File: src/rtl/fetch_pkg.sv
// Shared types and constants for the instruction-fetch stage.
// Latency: n/a (types only).
// Backpressure: n/a (types only).
package fetch_pkg;

  // Default PC / address width. The fetch entry type below is built on it,
  // so a top-level XLEN override must match this value.
  localparam int XLEN = 64;

  // addi x0, x0, 0 -- shown on the decode port before anything is fetched.
  localparam logic [31:0] NOP_INST = 32'h0000_0013;

  // One buffered fetch result: the instruction word and the PC it came from.
  typedef struct packed {
    logic [XLEN-1:0] pc;
    logic [31:0]     inst;
  } fetch_entry_t;

endpackage

File: src/rtl/fetch_unit_pipelined_fetch_queue.sv
// fetch_queue: small synchronous FIFO of fetch entries with a flush input.
// Latency: a push is visible at head_o the cycle after it is written.
// Backpressure: none internally; the owner must never push into a full queue without popping.
// Ports: clk_i/rst_ni clock and async active-low reset; push_i + push_dat_i write;
//        pop_i drops the head; flush_i empties the queue and beats a same-cycle push;
//        count_o occupancy, head_o oldest entry, empty_o no entries held.
module fetch_queue
  import fetch_pkg::*;
#(
  parameter int DEPTH = 2,
  localparam int PW   = $clog2(DEPTH),
  localparam int CW   = PW + 1
) (
  input  logic         clk_i,
  input  logic         rst_ni,
  input  logic         push_i,
  input  fetch_entry_t push_dat_i,
  input  logic         pop_i,
  input  logic         flush_i,
  output logic [CW-1:0] count_o,
  output fetch_entry_t head_o,
  output logic         empty_o
);

  fetch_entry_t  mem_q [DEPTH];
  fetch_entry_t  mem_d [DEPTH];
  logic [PW-1:0] rd_ptr_q, rd_ptr_d;
  logic [PW-1:0] wr_ptr_q, wr_ptr_d;
  logic [CW-1:0] count_q, count_d;
  logic          do_pop;

  assign empty_o = (count_q == '0);
  assign count_o = count_q;
  assign head_o  = mem_q[rd_ptr_q];
  assign do_pop  = pop_i & ~empty_o;

  always_comb begin
    mem_d    = mem_q;
    rd_ptr_d = rd_ptr_q;
    wr_ptr_d = wr_ptr_q;
    count_d  = count_q;
    if (flush_i) begin
      // Stored data is left in place; only the bookkeeping is cleared.
      rd_ptr_d = '0;
      wr_ptr_d = '0;
      count_d  = '0;
    end else begin
      if (push_i) begin
        mem_d[wr_ptr_q] = push_dat_i;
        wr_ptr_d        = wr_ptr_q + PW'(1);
      end
      if (do_pop) begin
        rd_ptr_d = rd_ptr_q + PW'(1);
      end
      count_d = count_q + CW'(push_i) - CW'(do_pop);
    end
  end

  always_ff @(posedge clk_i or negedge rst_ni) begin
    if (!rst_ni) begin
      rd_ptr_q <= '0;
      wr_ptr_q <= '0;
      count_q  <= '0;
    end else begin
      rd_ptr_q <= rd_ptr_d;
      wr_ptr_q <= wr_ptr_d;
      count_q  <= count_d;
    end
  end

  // Data storage needs no reset: count_q gates whether any slot is meaningful.
  always_ff @(posedge clk_i) begin
    mem_q <= mem_d;
  end

  // A push into a full queue is only legal when the head leaves in the same cycle.
  a_no_overflow: assert property (@(posedge clk_i) disable iff (!rst_ni)
    !(push_i && !pop_i && !flush_i && count_q == CW'(DEPTH)));

endmodule

File: src/rtl/fetch_unit_pipelined.sv
// Instruction fetch: PC sequencer driving a 1-cycle sync imem, fetch queue to decode, redirect flush.
// Latency: request to inst_valid_o is 2 cycles; redirect target visible 3 cycles after the redirect.
// Backpressure: inst_ready_i low stalls requests once queue entries plus the in-flight word reach FQ_DEPTH.
// Ports: clk_i, reset_i (async active-low); redirect_valid_i/redirect_pc_i from execute;
//        imem_req_o/imem_addr_o/imem_rdata_i memory port; inst_valid_o/inst_ready_i/inst_o/inst_pc_o to decode.
// Optional: define FETCH_PERF_CNT_EN to add saturating counters perf_fetched_o (queue pushes)
//           and perf_stall_o (cycles with a head held by decode).
module fetch_unit_pipelined
  import fetch_pkg::*;
#(
  parameter int              XLEN       = fetch_pkg::XLEN,
  parameter int              IMEM_DEPTH = 32,
  parameter logic [XLEN-1:0] RESET_PC   = '0,
  parameter int              FQ_DEPTH   = 2
) (
  input  logic                          clk_i,
  input  logic                          reset_i,
`ifdef FETCH_PERF_CNT_EN
  output logic [XLEN-1:0]               perf_fetched_o,
  output logic [XLEN-1:0]               perf_stall_o,
`endif
  input  logic                          redirect_valid_i,
  input  logic [XLEN-1:0]               redirect_pc_i,
  output logic                          imem_req_o,
  output logic [$clog2(IMEM_DEPTH)-1:0] imem_addr_o,
  input  logic [31:0]                   imem_rdata_i,
  output logic                          inst_valid_o,
  input  logic                          inst_ready_i,
  output logic [31:0]                   inst_o,
  output logic [XLEN-1:0]               inst_pc_o
);

  localparam int AW = $clog2(IMEM_DEPTH);
  localparam int CW = $clog2(FQ_DEPTH) + 1;
  localparam int OW = CW + 1;

  logic [XLEN-1:0] pc_q, pc_d;
  logic [XLEN-1:0] req_pc_q, req_pc_d;
  logic            inflight_q, inflight_d;
  logic            kill_q, kill_d;
  logic            run_q, run_d;
  fetch_entry_t    last_q, last_d;

  logic [CW-1:0]   fq_count;
  fetch_entry_t    fq_head;
  logic            fq_empty;
  fetch_entry_t    push_dat;
  logic            push;
  logic            pop;
  logic            issue;
  logic [OW-1:0]   occ;

  assign pop  = ~fq_empty & inst_ready_i;
  // A response is dropped if a redirect landed in the cycle its request was issued.
  assign push = inflight_q & ~kill_q;
  assign push_dat = '{pc: req_pc_q, inst: imem_rdata_i};

  // Slots committed after this cycle: queued entries plus the in-flight word, minus the departing head.
  assign occ   = OW'(fq_count) + OW'(inflight_q) - OW'(pop);
  // run_q holds requests off for the first cycle after reset release.
  assign issue = run_q & ~redirect_valid_i & (occ < OW'(FQ_DEPTH));

  fetch_queue #(.DEPTH(FQ_DEPTH)) u_fq (
    .clk_i      (clk_i),
    .rst_ni     (reset_i),
    .push_i     (push),
    .push_dat_i (push_dat),
    .pop_i      (pop),
    .flush_i    (redirect_valid_i),
    .count_o    (fq_count),
    .head_o     (fq_head),
    .empty_o    (fq_empty)
  );

  always_comb begin
    pc_d       = pc_q;
    req_pc_d   = req_pc_q;
    inflight_d = issue;
    kill_d     = redirect_valid_i;
    run_d      = 1'b1;
    last_d     = fq_empty ? last_q : fq_head;
    if (redirect_valid_i) begin
      // Misaligned targets are rounded down to the containing word.
      pc_d = redirect_pc_i & ~XLEN'(3);
    end else if (issue) begin
      req_pc_d = pc_q;
      pc_d     = pc_q + XLEN'(4);
    end
  end

  always_ff @(posedge clk_i or negedge reset_i) begin
    if (!reset_i) begin
      pc_q       <= RESET_PC;
      req_pc_q   <= '0;
      inflight_q <= 1'b0;
      kill_q     <= 1'b0;
      run_q      <= 1'b0;
      last_q     <= '{pc: '0, inst: NOP_INST};
    end else begin
      pc_q       <= pc_d;
      req_pc_q   <= req_pc_d;
      inflight_q <= inflight_d;
      kill_q     <= kill_d;
      run_q      <= run_d;
      last_q     <= last_d;
    end
  end

  assign imem_req_o   = issue;
  assign imem_addr_o  = pc_q[AW+1:2];
  assign inst_valid_o = ~fq_empty;
  // With the queue empty the decode port keeps showing the last head it presented.
  assign inst_o       = fq_empty ? last_q.inst : fq_head.inst;
  assign inst_pc_o    = fq_empty ? last_q.pc   : fq_head.pc;

`ifdef FETCH_PERF_CNT_EN
  logic [XLEN-1:0] perf_fetched_q, perf_fetched_d;
  logic [XLEN-1:0] perf_stall_q, perf_stall_d;

  always_comb begin
    perf_fetched_d = perf_fetched_q;
    perf_stall_d   = perf_stall_q;
    // A push coinciding with a flush never lands in the queue, so it is not counted.
    if (push && !redirect_valid_i && perf_fetched_q != '1) begin
      perf_fetched_d = perf_fetched_q + XLEN'(1);
    end
    if (inst_valid_o && !inst_ready_i && perf_stall_q != '1) begin
      perf_stall_d = perf_stall_q + XLEN'(1);
    end
  end

  always_ff @(posedge clk_i or negedge reset_i) begin
    if (!reset_i) begin
      perf_fetched_q <= '0;
      perf_stall_q   <= '0;
    end else begin
      perf_fetched_q <= perf_fetched_d;
      perf_stall_q   <= perf_stall_d;
    end
  end

  assign perf_fetched_o = perf_fetched_q;
  assign perf_stall_o   = perf_stall_q;
`endif

endmodule

File: config.mk
export PLATFORM = sky130hd
export DESIGN_NAME = fetch_unit_pipelined
export DESIGN_NICKNAME = d
export VERILOG_FILES = /design/src/rtl/fetch_pkg.sv /design/src/rtl/fetch_unit_pipelined_fetch_queue.sv /design/src/rtl/fetch_unit_pipelined.sv
export SDC_FILE = /design/constraint.sdc
export NUM_CORES = 1
export LEC_CHECK = 0
export ABC_CLOCK_PERIOD_IN_PS = 19000
export CORE_UTILIZATION = 30
export CTS_BUF_LIST = sky130_fd_sc_hd__clkbuf_8 sky130_fd_sc_hd__clkbuf_16
export CTS_CLUSTER_DIAMETER = 60
export DETAILED_ROUTE_END_ITERATION = 12
export PLACE_DENSITY = 0.57
export RECOVER_POWER = 25
export SKIP_LAST_GASP = 1
export SYNTH_ARGS = -nofsm -noshare
export SYNTH_HDL_FRONTEND = slang
export SYNTH_SLANG_ARGS = --single-unit
File: constraint.sdc
create_clock -name clk_i -period 19 [get_ports clk_i]
set_input_delay 3.8 -clock clk_i [delete_from_list [all_inputs] [get_ports clk_i]]
set_output_delay 3.8 -clock clk_i [all_outputs]
set_load 0.05 [all_outputs]
==> summary.md, run 1 <==
| Metric | Value |
|---|---|
| Clock root buffer | sky130_fd_sc_hd__clkbuf_16 |
| Largest net degree at the start of global routing | a little under 100 |
| Time the final worst path needs with I/O delays and setup | ~11 ns |
| Synth Flop Type | sky130_fd_sc_hd__dfrtp_1 |
| Inserted Clock Buffers | 51 |
| Number of buffer cells added on primary ports | between 150 and 200 |
| Tcrit/Tclk final | 59.87% |
| Final Hold Viols | 0 |
| Internal reg-to-reg setup slack | approximately 13 ns |
| Fraction of registers with async set or reset after synthesis | a little over half |
| Number of design rule violations left after detail routing | 0 |
| Vias in the first global route | between 10,000 and 15,000 |
| Nets | roughly 1,700 |
| Maximum vdd ir drop | 0.0001269 V |
| Synth-to-layout area growth | 25.76% |
| Overall die area | 56,800 um2 |
| Detail-routed via count per cell | slightly below 5 |
| Register-to-Register Path Depth | 3 |
| Drt pass-1 iters | 5 |
| Filler-free cell count of the finished design | roughly 2,400 |
| I/O Pins | around 200 |
| Core footprint | 55,090 um2 |
| Wire length of the first global-routing pass | between 60,000 and 70,000 um |
| Fraction of final layout cells with drive strength greater than 1 | under 10% |
| Routed wirelength normalized by instance count | between 15 and 20 um |
| F_max | between 80 and 90 MHz |
| Hold buffer count at cts | 0 |
| Worst skew pair latency | just under 0.6 ns |
| GR Util All Layers | between 10% and 20% |
| Number of antenna violations at the first check in global routing | 0 |
| Origin of the worst setup path | inst_ready_i |
| Routability congestion estimate from global placement | roughly 0.86 |
| CTS H-tree depth | 2 |
| Number of diodes added for antenna fixing | 0 |
| Number of max-cap violations | 3 |
| Final clock skew | 0.02880 ns |
| Final setup fails | 0 |
| Setup Total Neg Slack | 0 ns |
| Synth top area share | around 34% |
| Die width | ~240 um |
| Clock tree from TritonCTS | yes |
| Simple-gate share of the synthesized area | 16.23% |
| Endpoint of the worst register-to-register path | last_q[66] |
| Req. time, crit path | about 15 ns |
| Count of distinct cell types in the synthesized netlist | 47 |
| Violated checks | capacitance limit, slew limit |
| Post-synthesis cell type with the largest combined area | sky130_fd_sc_hd__edfxtp_1 |
| Cell Rows | 86 |
| Most frequent standard cell in the layout excluding fill and tap cells | sky130_fd_sc_hd__nand2_1 |
| DRT Wirelength | 43,950 um |
| Number of vias after detailed routing | about 12,000 |
| Worst setup path end | imem_req_o |
| Crit. End Element | output port |
| Synthesis warning total | 0 |
| Sequential share of the synthesized area | 67.32% |
| Tightest Pin Transition | approximately 6.0 ns |
| Startpoint-to-endpoint class of the critical path | in -> out |
| Result of the run | complete, but fails checks |
| Clock tree sinks | between 400 and 500 |
| Initial cell density of the core | a little under a third |
| Most used cells in the layout excluding fill and tap cells | 253 x sky130_fd_sc_hd__nand2_1, 222 x sky130_fd_sc_hd__dfrtp_1, 190 x sky130_fd_sc_hd__clkdlybuf4s50_1 |
| Top area cells in the synthesized netlist | sky130_fd_sc_hd__edfxtp_1 34%, sky130_fd_sc_hd__dfrtp_1 33%, sky130_fd_sc_hd__mux2i_1 5.8% |
| Post-CTS setup repair buffer count | 0 |
| Unrepaired setup endpoints after global routing | false |
| P per Cell Area | 189.3 nW/um2 |
| Type of element launching the critical path | input pin |
| Data arrival time of the critical path | about 7.6 ns |
| Final max-slew violation count | approximately 200 |
| Relative slew slack | -297.2% |
| Post-route antenna net violation count | 0 |
| Average footprint of a synthesized cell | around 12 um2 |
| Leakage power total | 0.007926 uW |
| Cell area after synthesis | 16,750 um2 |
| GRT Residual Overflow | 0 |
| Worst hold path type | reg -> reg |
| Largest family of logic cells by synthesized area | simple AND/OR/NAND/NOR gates |
| Clock Tree Buf Depth | 3 |
| Compound-gate portion of the synthesized area | under 10% |
| Post-detail-place hpwl | ~28,000 um |
| DIE HEIGHT | 238.3 um |
| Launch point of the worst reg-to-reg path | u_fq.rd_ptr_q |
| Post-synth EDFFs | between 150 and 200 |
| Cell count after synthesis | approximately 1,400 |
| Synthesized flop and latch total | about 410 |
| Adder-Cell Fraction of Synth Area | less than 1% |
| DRC violation total after the first TritonRoute iteration | 754 |
| Post-cts gate resize count | 0 |
| Multiplexer area fraction after synthesis | under 10% |
| Post-synthesis share of cell area spent on xor and xnor gates | less than 1% |
| Cell total after placement | ~2,300 |
| Number of fillers in the final layout | roughly 5,400 |
| Clock Pin Slew Worst Setup and Hold Paths | 0.06 ns |
| Worst-path fanout max | between 40 and 50 |
## flip-flops by register name, indices dropped and copies added (netlist names)
signal,cells
last_q,94
u_fq.count_o,2
u_fq.rd_ptr_q,1
pc_q,62
run_q,1
u_fq.wr_ptr_q,1
u_fq.mem_q,188
inflight_q,1
kill_q,1
req_pc_q,62
## per-stage QoR
stage          hold slack (ns)  util, %  setup slack (ns)  instance area (um2)  total power [uW]
5_1_grt                 0.4719    38.24             7.084                21070              4208
3_3_place_gp            0.4464    35.29             7.558                19440              3049
4_1_cts                 0.4685    38.28             7.537                21090              4029
3_5_place_dp            0.4554    35.29             7.547                19440              3074
6_report                0.4659    38.24             7.625                21070              3988
2_1_floorplan           0.4419        -             7.033                16760              2490
## power breakdown
group	internal (uW)	switching, uW	leakage, uW
logic	527	1170	0.00272
registers	1190	168	0.00436
clock network	548	387	0.000838
## worst min path at each step
stage / startpoint / to / slack (ns) / cells after the start
global route: req_pc_q[40] / u_fq.mem_q[168] / 0.47 / 0
finish: req_pc_q[40] / u_fq.mem_q[72] / 0.47 / 0
floorplan: req_pc_q[2] / u_fq.mem_q[130] / 0.44 / 0
CTS: req_pc_q[8] / u_fq.mem_q[40] / 0.47 / 0
detailed placement: req_pc_q[40] / u_fq.mem_q[72] / 0.46 / 0
global placement: req_pc_q[30] / u_fq.mem_q[158] / 0.45 / 0
## per-layer routing
metal | routed length [um] | vias up | GRT usage, %
met5 | 0 | - | 0
met4 | 915 | 0 | 4.157
met3 | 2915 | 65 | 3.876
met2 | 20050 | 378 | 24.18
met1 | 20060 | 5634 | 21.74
li1 | - | 5440 | -
## logic make-up after synthesis
group                      after synthesis
and+or+nand+nor                        574
xor gates and xnor gates                 6
AOI/OAI and AO/OA                      202
muxes                                   97
DFF                                    413
buffers and inverters                   95
adders and majority gates                5
other                                    2
## critical path: stages
cell                              delay, ns
sky130_fd_sc_hd__clkdlybuf4s50_1       0.55
sky130_fd_sc_hd__and2_1                0.23
sky130_fd_sc_hd__ha_1                  0.25
sky130_fd_sc_hd__inv_1                 0.08
sky130_fd_sc_hd__nand2_1               0.07
sky130_fd_sc_hd__fa_1                  0.39
sky130_fd_sc_hd__xor2_1                0.18
sky130_fd_sc_hd__or3_4                 0.62
sky130_fd_sc_hd__inv_2                 0.48
sky130_fd_sc_hd__clkdlybuf4s50_1       0.91
## final cells by class
class | instances | area [um2] | area share, %
Inverter | 10 | 37.54 | 0.1781
Clock buffer | 54 | 1318 | 6.253
Multi-Input combinational cell | 887 | 5097 | 24.19
Clock inverter | 41 | 330.3 | 1.568
Sequential cell | 413 | 11280 | 53.53
Tap cell | 748 | 935.9 | 4.442
Timing Repair Buffer | 212 | 2072 | 9.834
## cells in the mapped netlist, types with 2 or more instances
master / count
sky130_fd_sc_hd__nand2_1: 253
sky130_fd_sc_hd__dfrtp_1: 222
sky130_fd_sc_hd__edfxtp_1: 188
sky130_fd_sc_hd__nor2_1: 121
sky130_fd_sc_hd__a21oi_1: 105
sky130_fd_sc_hd__mux2i_1: 97
sky130_fd_sc_hd__nand3_1: 61
sky130_fd_sc_hd__clkbuf_1: 50
sky130_fd_sc_hd__nand4_1: 41
sky130_fd_sc_hd__o211ai_1: 27
sky130_fd_sc_hd__o311ai_0: 26
sky130_fd_sc_hd__or3_1: 18
sky130_fd_sc_hd__o21ai_0: 17
sky130_fd_sc_hd__buf_1: 15
sky130_fd_sc_hd__or4_1: 15
sky130_fd_sc_hd__nor4_1: 14
sky130_fd_sc_hd__buf_2: 13
sky130_fd_sc_hd__and3_1: 11
sky130_fd_sc_hd__inv_1: 10
sky130_fd_sc_hd__a21o_1: 7
sky130_fd_sc_hd__buf_4: 7
sky130_fd_sc_hd__nor3_1: 7
sky130_fd_sc_hd__a221o_1: 6
sky130_fd_sc_hd__and2_1: 6
sky130_fd_sc_hd__a22oi_1: 5
sky130_fd_sc_hd__a31oi_1: 4
sky130_fd_sc_hd__ha_1: 4
sky130_fd_sc_hd__nor4_4: 4
sky130_fd_sc_hd__xnor2_1: 4
sky130_fd_sc_hd__dfstp_2: 3
sky130_fd_sc_hd__nand3b_1: 3
sky130_fd_sc_hd__nand4_2: 3
sky130_fd_sc_hd__nor2b_1: 3
sky130_fd_sc_hd__nor3b_1: 3
sky130_fd_sc_hd__or4b_1: 3
sky130_fd_sc_hd__conb_1: 2
sky130_fd_sc_hd__nor4b_1: 2
sky130_fd_sc_hd__o21bai_1: 2
sky130_fd_sc_hd__o31ai_1: 2
sky130_fd_sc_hd__or2_2: 2
sky130_fd_sc_hd__xor2_1: 2
(Power assumes the default switching activity.)
==> inputs of run 2 (changes only) <==
Settings changed: ABC_CLOCK_PERIOD_IN_PS 19000 to 10700.
Clock period 19 ns to 10.7 ns, I/O delays scaled along.
==> summary.md, run 2 (synthesis gave the netlist of run 1 again) <==
| Metric | Value |
|---|---|
| Worst skew pair latency | 0.58 ns (about the same) |
| Worst path slowest cell | sky130_fd_sc_hd__clkdlybuf4s50_1 |
| Core footprint | 55,090 um2 (unchanged) |
| Drt pass-1 iters | 5 (unchanged) |
| Clock tree from TritonCTS | yes |
| Final clock skew | 0.02533 ns (-0.003473 ns) |
| Fraction of final layout cells with drive strength greater than 1 | 6.828% (-0.16 points) |
| Flip-flop count of the largest register, all copies and words added | 188 (unchanged) |
| F_max | around 130 MHz |
| Most frequent standard cell in the layout excluding fill and tap cells | sky130_fd_sc_hd__nand2_1 |
| Gate family responsible for the most delay along the worst path | buffers and inverters |
| Post-CTS setup repair buffer count | 0 (unchanged) |
| Number of max-cap violations | 0 (-3) |
| Number of diodes added for antenna fixing | 0 (unchanged) |
| Setup Total Neg Slack | 0 ns (unchanged) |
| Top reg by flops | u_fq.mem_q |
| Cell-by-cell listing of the critical path | clkdlybuf4s50_1 -> and2_1 -> ha_1 -> inv_1 -> nand2_1 -> fa_1 -> xor2_1 -> or3_4 -> inv_2 -> clkdlybuf4s50_1 |
| Synth-to-layout area growth | 25.88% |
| Sequential cell area in the final layout | 11,280 um2 (about the same) |
| Worst hold path type | reg -> reg |
| Maximum single-stage delay on the critical path | 0.82 ns (-0.09 ns) |
| Maximum vdd ir drop | 0.0001978 V (+56%) |
| GRT Residual Overflow | 0 (unchanged) |
| Number of antenna violations at the first check in global routing | 0 (unchanged) |
| Final Hold Viols | 0 (unchanged) |
| Startpoint-to-endpoint class of the critical path | in -> out |
| Initial cell density of the core | 30.41% (unchanged) |
| Overall die area | 56,800 um2 (unchanged) |
| Crit path buf inv count | 4 (unchanged) |
| Worst path most repeated cell | sky130_fd_sc_hd__clkdlybuf4s50_1 |
| Final setup fails | 0 (unchanged) |
| Relative slew slack | 21.15% (+320 points) |
| Post-detail-place hpwl | 28,140 um (-0.18%) |
| Req. time, crit path | 8.56 ns (-6.64 ns) |
| Data arrival time of the critical path | 5.48 ns (-2.09 ns) |
| Largest registers | u_fq.mem_q: 188 flops, last_q: 94 flops |
| Time the final worst path needs with I/O delays and setup | roughly 7.6 ns |
| Clock root buffer | sky130_fd_sc_hd__clkbuf_16 |
| Inserted Clock Buffers | 47 (-7.8%) |
| Crit. End Element | output port |
| Detail-routed via count per cell | 4.942 (+1.5%) |
| Final max-slew violation count | 0 (-100%) |
| DRC violation total after the first TritonRoute iteration | 877 (+16%) |
| Wire length of the first global-routing pass | 68,170 um (-0.54%) |
| DRT Wirelength | 43,870 um (-0.16%) |
| Routed wirelength normalized by instance count | 18.60 um (about the same) |
| Number of vias after detailed routing | 11,660 (+1.2%) |
| Hold buffer count at cts | 0 (unchanged) |
| Placed standard-cell area | 19,450 um2 (about the same) |
| I/O Pins | 203 (unchanged) |
| DIE HEIGHT | 238.3 um (unchanged) |
| CTS H-tree depth | 2 (unchanged) |
| Vias in the first global route | 11,500 (-0.53%) |
| Leakage power total | 0.007956 uW (+0.37%) |
| Type of element launching the critical path | input pin |
| Unrepaired setup endpoints after global routing | false |
| Number of design rule violations left after detail routing | 0 (unchanged) |
| Clock tree sinks | 413 (unchanged) |
| Clock Tree Buf Depth | 3 (unchanged) |
| P per Cell Area | 335.4 nW/um2 (+77%) |
| Cell Rows | 86 (unchanged) |
| Finished Cell Area | 21,090 um2 (+0.10%) |
| GR Util All Layers | 15.53% (-0.086 points) |
| Die width | 238.3 um (unchanged) |
| Multi-input logic area | 5095 um2 (about the same) |
| Worst hold margin | 0.4673 ns (+0.001376 ns) |
| Number of buffer cells added on primary ports | 198 (unchanged) |
| Largest net degree at the start of global routing | 119 (+23%) |
| Number of fillers in the final layout | 5,361 (+0.037%) |
| Post-cts gate resize count | 0 (unchanged) |
| Most used cells in the layout excluding fill and tap cells | 253 x sky130_fd_sc_hd__nand2_1, 221 x sky130_fd_sc_hd__dfrtp_1, 188 x sky130_fd_sc_hd__edfxtp_1 |
| Worst-path fanout max | 51 (+11%) |
| Nets | 1,677 (-0.18%) |
| Clock Pin Slew Worst Setup and Hold Paths | 0.06 ns (about the same) |
| Post-route antenna net violation count | 0 (unchanged) |
| Tcrit/Tclk final | between 70% and 80% |
| Tightest Pin Transition | 1.183 ns (-4.776 ns) |
| Routability congestion estimate from global placement | 0.8569 (-0.64%) |
| Result of the run | complete, no violations |
-- run 2: cell count changes in the layout (fill, tap and decap cells not counted), sizes merged --
cell	delta
buf	+3
bufinv	+3
clkdlybuf4s50	-26
clkinv	-12
clkinvlp	-2
dlygate4sd3	+26
inv	+2
-- run 2: power breakdown --
| group | internal (uW) | total, uW | leakage [uW] | switching [uW] |
|---|---|---|---|---|
| clock network | 1020 | 1680 | 0.000846 | 656 |
| logic | 907 | 2990 | 0.00275 | 2090 |
| registers | 2120 | 2400 | 0.00436 | 285 |
-- run 2: through the flow --
stage	worst slack, ns	utilization [%]	cells	power, uW
floorplan	0.3925	-	1395	4421
global placement	2.975	35.30	2271	5424
detailed placement	3.019	35.30	2271	5471
CTS	2.991	38.29	2359	7180
global route	2.876	38.28	2359	7448
finish	3.081	38.28	2359	7075
-- run 2: worst reg2reg max path: cells and delay by family (launching register included) --
kind | cells | cell delay [ns]
buf+inv | 5 | 1.50
flops | 1 | 0.44
compound gates | 2 | 0.46
fa+ha+maj | 2 | 0.68
simple gates | 5 | 1.29
xor+xnor | 1 | 0.17
-- run 2: final timing paths --
kind                                  from             end  slack (ns)  cells after the start
max                           inst_ready_i      imem_req_o        3.08                     10
min                           req_pc_q[49]  u_fq.mem_q[81]        0.47                      0
max reg2reg                u_fq.count_o[1]        pc_q[18]        6.09                     15
min reg2reg                   req_pc_q[49]  u_fq.mem_q[81]        0.47                      0
max in group asynchronous          reset_i      last_q[88]        7.37                      2
min in group asynchronous          reset_i      last_q[38]        1.61                      1
-- run 2: final cells by class --
class / count / share of cell area (%)
sequential: 413 / 53.50
multi-input combinational: 887 / 24.16
timing repair buffer: 213 / 9.931
clock buffer: 56 / 6.217
tap: 748 / 4.437
clock inverter: 32 / 1.584
inverter: 10 / 0.1780
-- run 2: layer usage --
layer,global-route usage [%],wire length [um],vias to the layer above,part of all wire (%)
met2,23.45,19920,399,45
li1,-,-,5420,-
met1,21.83,19870,5768,45
met3,3.158,2842,72,6.5
met5,0,0,-,0
met4,6.080,1241,0,2.8
==> inputs of run 3 (changes only) <==
Settings changed: ABC_CLOCK_PERIOD_IN_PS 10700 to 7300.
Clock period 10.7 ns to 7.3 ns, I/O delays scaled along.
==> summary.md, run 3 (synthesis gave the netlist of run 1 again) <==
| Metric | Value |
|---|---|
| Detail-routed via count per cell | 4.877 (-1.3%) |
| Clock tree from TritonCTS | yes |
| Vias in the first global route | 11,290 (-1.9%) |
| Net switching power figure | 4401 uW (+45%) |
| Number of vias after detailed routing | 11,490 (-1.4%) |
| Nets | 1,678 (+0.060%) |
| Worst hold path type | reg -> reg |
| GR Util All Layers | 15.53% (about the same) |
| Final max-slew violation count | 123 (+123) |
| Drt pass-1 iters | 5 (unchanged) |
| P per Cell Area | 486.6 nW/um2 (+45%) |
| Clock root buffer | sky130_fd_sc_hd__clkbuf_16 |
| Result of the run | complete, but fails checks |
| Unrepaired setup endpoints after global routing | false |
| Largest net degree at the start of global routing | 124 (+4.2%) |
| Flip-flop count of the largest register, all copies and words added | 188 (unchanged) |
| Comb pwr share | 42.7% (+0.4 points) |
| Post-CTS setup repair buffer count | 0 (unchanged) |
| Fraction of final layout cells with drive strength greater than 1 | 6.903% (+0.075 points) |
| Violated checks | capacitance limit, slew limit |
| Clock Pin Slew Worst Setup and Hold Paths | 0.05 ns (about the same) |
| Initial cell density of the core | 30.41% (unchanged) |
| F_max | 169.2 MHz |
| Tightest Pin Transition | 3.513 ns (+2.330 ns) |
| Number of design rule violations left after detail routing | 0 (unchanged) |
| GRT Residual Overflow | 0 (unchanged) |
| Hold buffer count at cts | 0 (unchanged) |
| I/O Pins | 203 (unchanged) |
| Routed wirelength normalized by instance count | 18.54 um (-0.31%) |
| Register-to-Register Path Depth | 13 (-2) |
| Routability congestion estimate from global placement | 0.8728 (+1.9%) |
| Most frequent standard cell in the layout excluding fill and tap cells | sky130_fd_sc_hd__nand2_1 |
| Data arrival time of the critical path | 4.45 ns (-1.03 ns) |
| Post-cts gate resize count | 0 (unchanged) |
| Sequential cell area in the final layout | 11,280 um2 (unchanged) |
| DRT Wirelength | 43,680 um (-0.44%) |
| Req. time, crit path | 5.84 ns (-2.72 ns) |
| Number of antenna violations at the first check in global routing | 0 (unchanged) |
| Final Hold Viols | 0 (unchanged) |
| Multi-input logic area | 5104 um2 (+0.17%) |
| Clock Tree Buf Depth | 3 (unchanged) |
| Crit. End Element | output port |
| Leakage power total | 0.007907 uW (-0.61%) |
| Worst skew pair latency | 0.58 ns (about the same) |
| DRC violation total after the first TritonRoute iteration | 1,054 (+20%) |
| Worst-path fanout max | 47 (-7.8%) |
| Number of diodes added for antenna fixing | 0 (unchanged) |
| Placed standard-cell area | 19,470 um2 (+0.12%) |
| Type of element launching the critical path | input pin |
| Final clock skew | 0.02435 ns (-0.0009772 ns) |
| Maximum vdd ir drop | 0.0002290 V (+16%) |
| Number of max-cap violations | 1 (+1) |
| Number of fillers in the final layout | 5,401 (+0.75%) |
| Tcrit/Tclk final | 80.96% |
| Most used cells in the layout excluding fill and tap cells | 253 x sky130_fd_sc_hd__nand2_1, 221 x sky130_fd_sc_hd__dfrtp_1, 188 x sky130_fd_sc_hd__edfxtp_1 |
| Cell Rows | 86 (unchanged) |
| Finished Cell Area | 20,980 um2 (-0.52%) |
| Fraction of power spent switching nets | 43.10% (+0.30 points) |
| Startpoint-to-endpoint class of the critical path | in -> out |
| Time the final worst path needs with I/O delays and setup | roughly 5.9 ns |
| Wire length of the first global-routing pass | 67,970 um (-0.29%) |
| Post-detail-place hpwl | 28,350 um (+0.76%) |
| Die width | 238.3 um (unchanged) |
| Top reg by flops | u_fq.mem_q |
| Core footprint | 55,090 um2 (unchanged) |
| DIE HEIGHT | 238.3 um (unchanged) |
| Post-route antenna net violation count | 0 (unchanged) |
| Relative slew slack | -134.2% (-160 points) |
| Synth-to-layout area growth | 25.23% |
| Inserted Clock Buffers | 47 (unchanged) |
| Sequential cell fraction of total power | 34.6% (+0.6 points) |
| Number of buffer cells added on primary ports | 198 (unchanged) |
| Largest registers | u_fq.mem_q: 188 flops, last_q: 94 flops |
| Setup Total Neg Slack | 0 ns (unchanged) |
| Clock tree sinks | 413 (unchanged) |
| CTS H-tree depth | 2 (unchanged) |
| Final setup fails | 0 (unchanged) |
| Clock share of power | 22.6% (-1.1 points) |
| Design internal power | 5810 uW (+44%) |
| Worst hold path cell count | 0 (unchanged) |
| Overall die area | 56,800 um2 (unchanged) |
run 3: cell types whose count changed in the layout (fill, tap and decap cells not counted), sizes merged:
cell and delta:
bufinv -2, clkdlybuf4s50 -1, inv -2, clkinv +3
buf +1, clkbuf -2
run 3: power by group through the flow:
stage / clock, uW / combinational, uW / sequential (uW)
2_1_floorplan: 0 / 3090 / 3390
3_5_place_dp: 0 / 4420 / 3580
6_report: 2310 / 4360 / 3540
3_3_place_gp: 0 / 4370 / 3560
5_1_grt: 2480 / 4690 / 3610
4_1_cts: 2390 / 4430 / 3540
run 3: worst paths after layout:
kind	start	endpoint	slack (ns)
setup reg to reg	u_fq.count_o[1]	pc_q[14]	2.61
setup / recovery	inst_ready_i	imem_req_o	1.39
max in group asynchronous	reset_i	pc_q[52]	3.20
hold / removal	req_pc_q[46]	u_fq.mem_q[174]	0.46
min in group asynchronous	reset_i	last_q[37]	2.05
hold reg to reg	req_pc_q[46]	u_fq.mem_q[174]	0.46
run 3: metrics by stage:
stage                     setup slack (ns)  cells  utilization (%)  power, uW  hold slack [ns]
final                                1.390   2356            38.09      10210           0.4629
after global routing                 1.177   2356            38.09      10780           0.4697
after CTS                            1.379   2356            38.10      10350           0.4661
after detailed placement             1.383   2272            35.34       7998           0.4543
after global placement               1.408   2272            35.34       7926           0.4514
after floorplan                      1.023   1395                -       6474           0.4419
run 3: worst max-delay path, cell delays in order:
cell                              delay, ns
sky130_fd_sc_hd__clkdlybuf4s50_1       0.45
sky130_fd_sc_hd__and2_1                0.18
sky130_fd_sc_hd__ha_1                  0.25
sky130_fd_sc_hd__inv_1                 0.08
sky130_fd_sc_hd__nand2_1               0.08
sky130_fd_sc_hd__fa_1                  0.38
sky130_fd_sc_hd__xor2_1                0.18
sky130_fd_sc_hd__or3_4                 0.60
sky130_fd_sc_hd__inv_2                 0.48
sky130_fd_sc_hd__buf_4                 0.29
run 3: layout make-up:
type / count / share of cell area (%)
clock buffer: 53 / 5.999
tap: 748 / 4.460
clock inverter: 31 / 1.246
inverter: 10 / 0.1789
multi-input combinational: 887 / 24.32
sequential: 413 / 53.77
timing repair buffer: 214 / 10.02
run 3: layer usage:
metal  share of wire [%]  track usage [%]
met1                  46            21.68
met2                  45            23.35
met3                 7.0            4.338
met4                 2.6            4.662
met5                   0                0
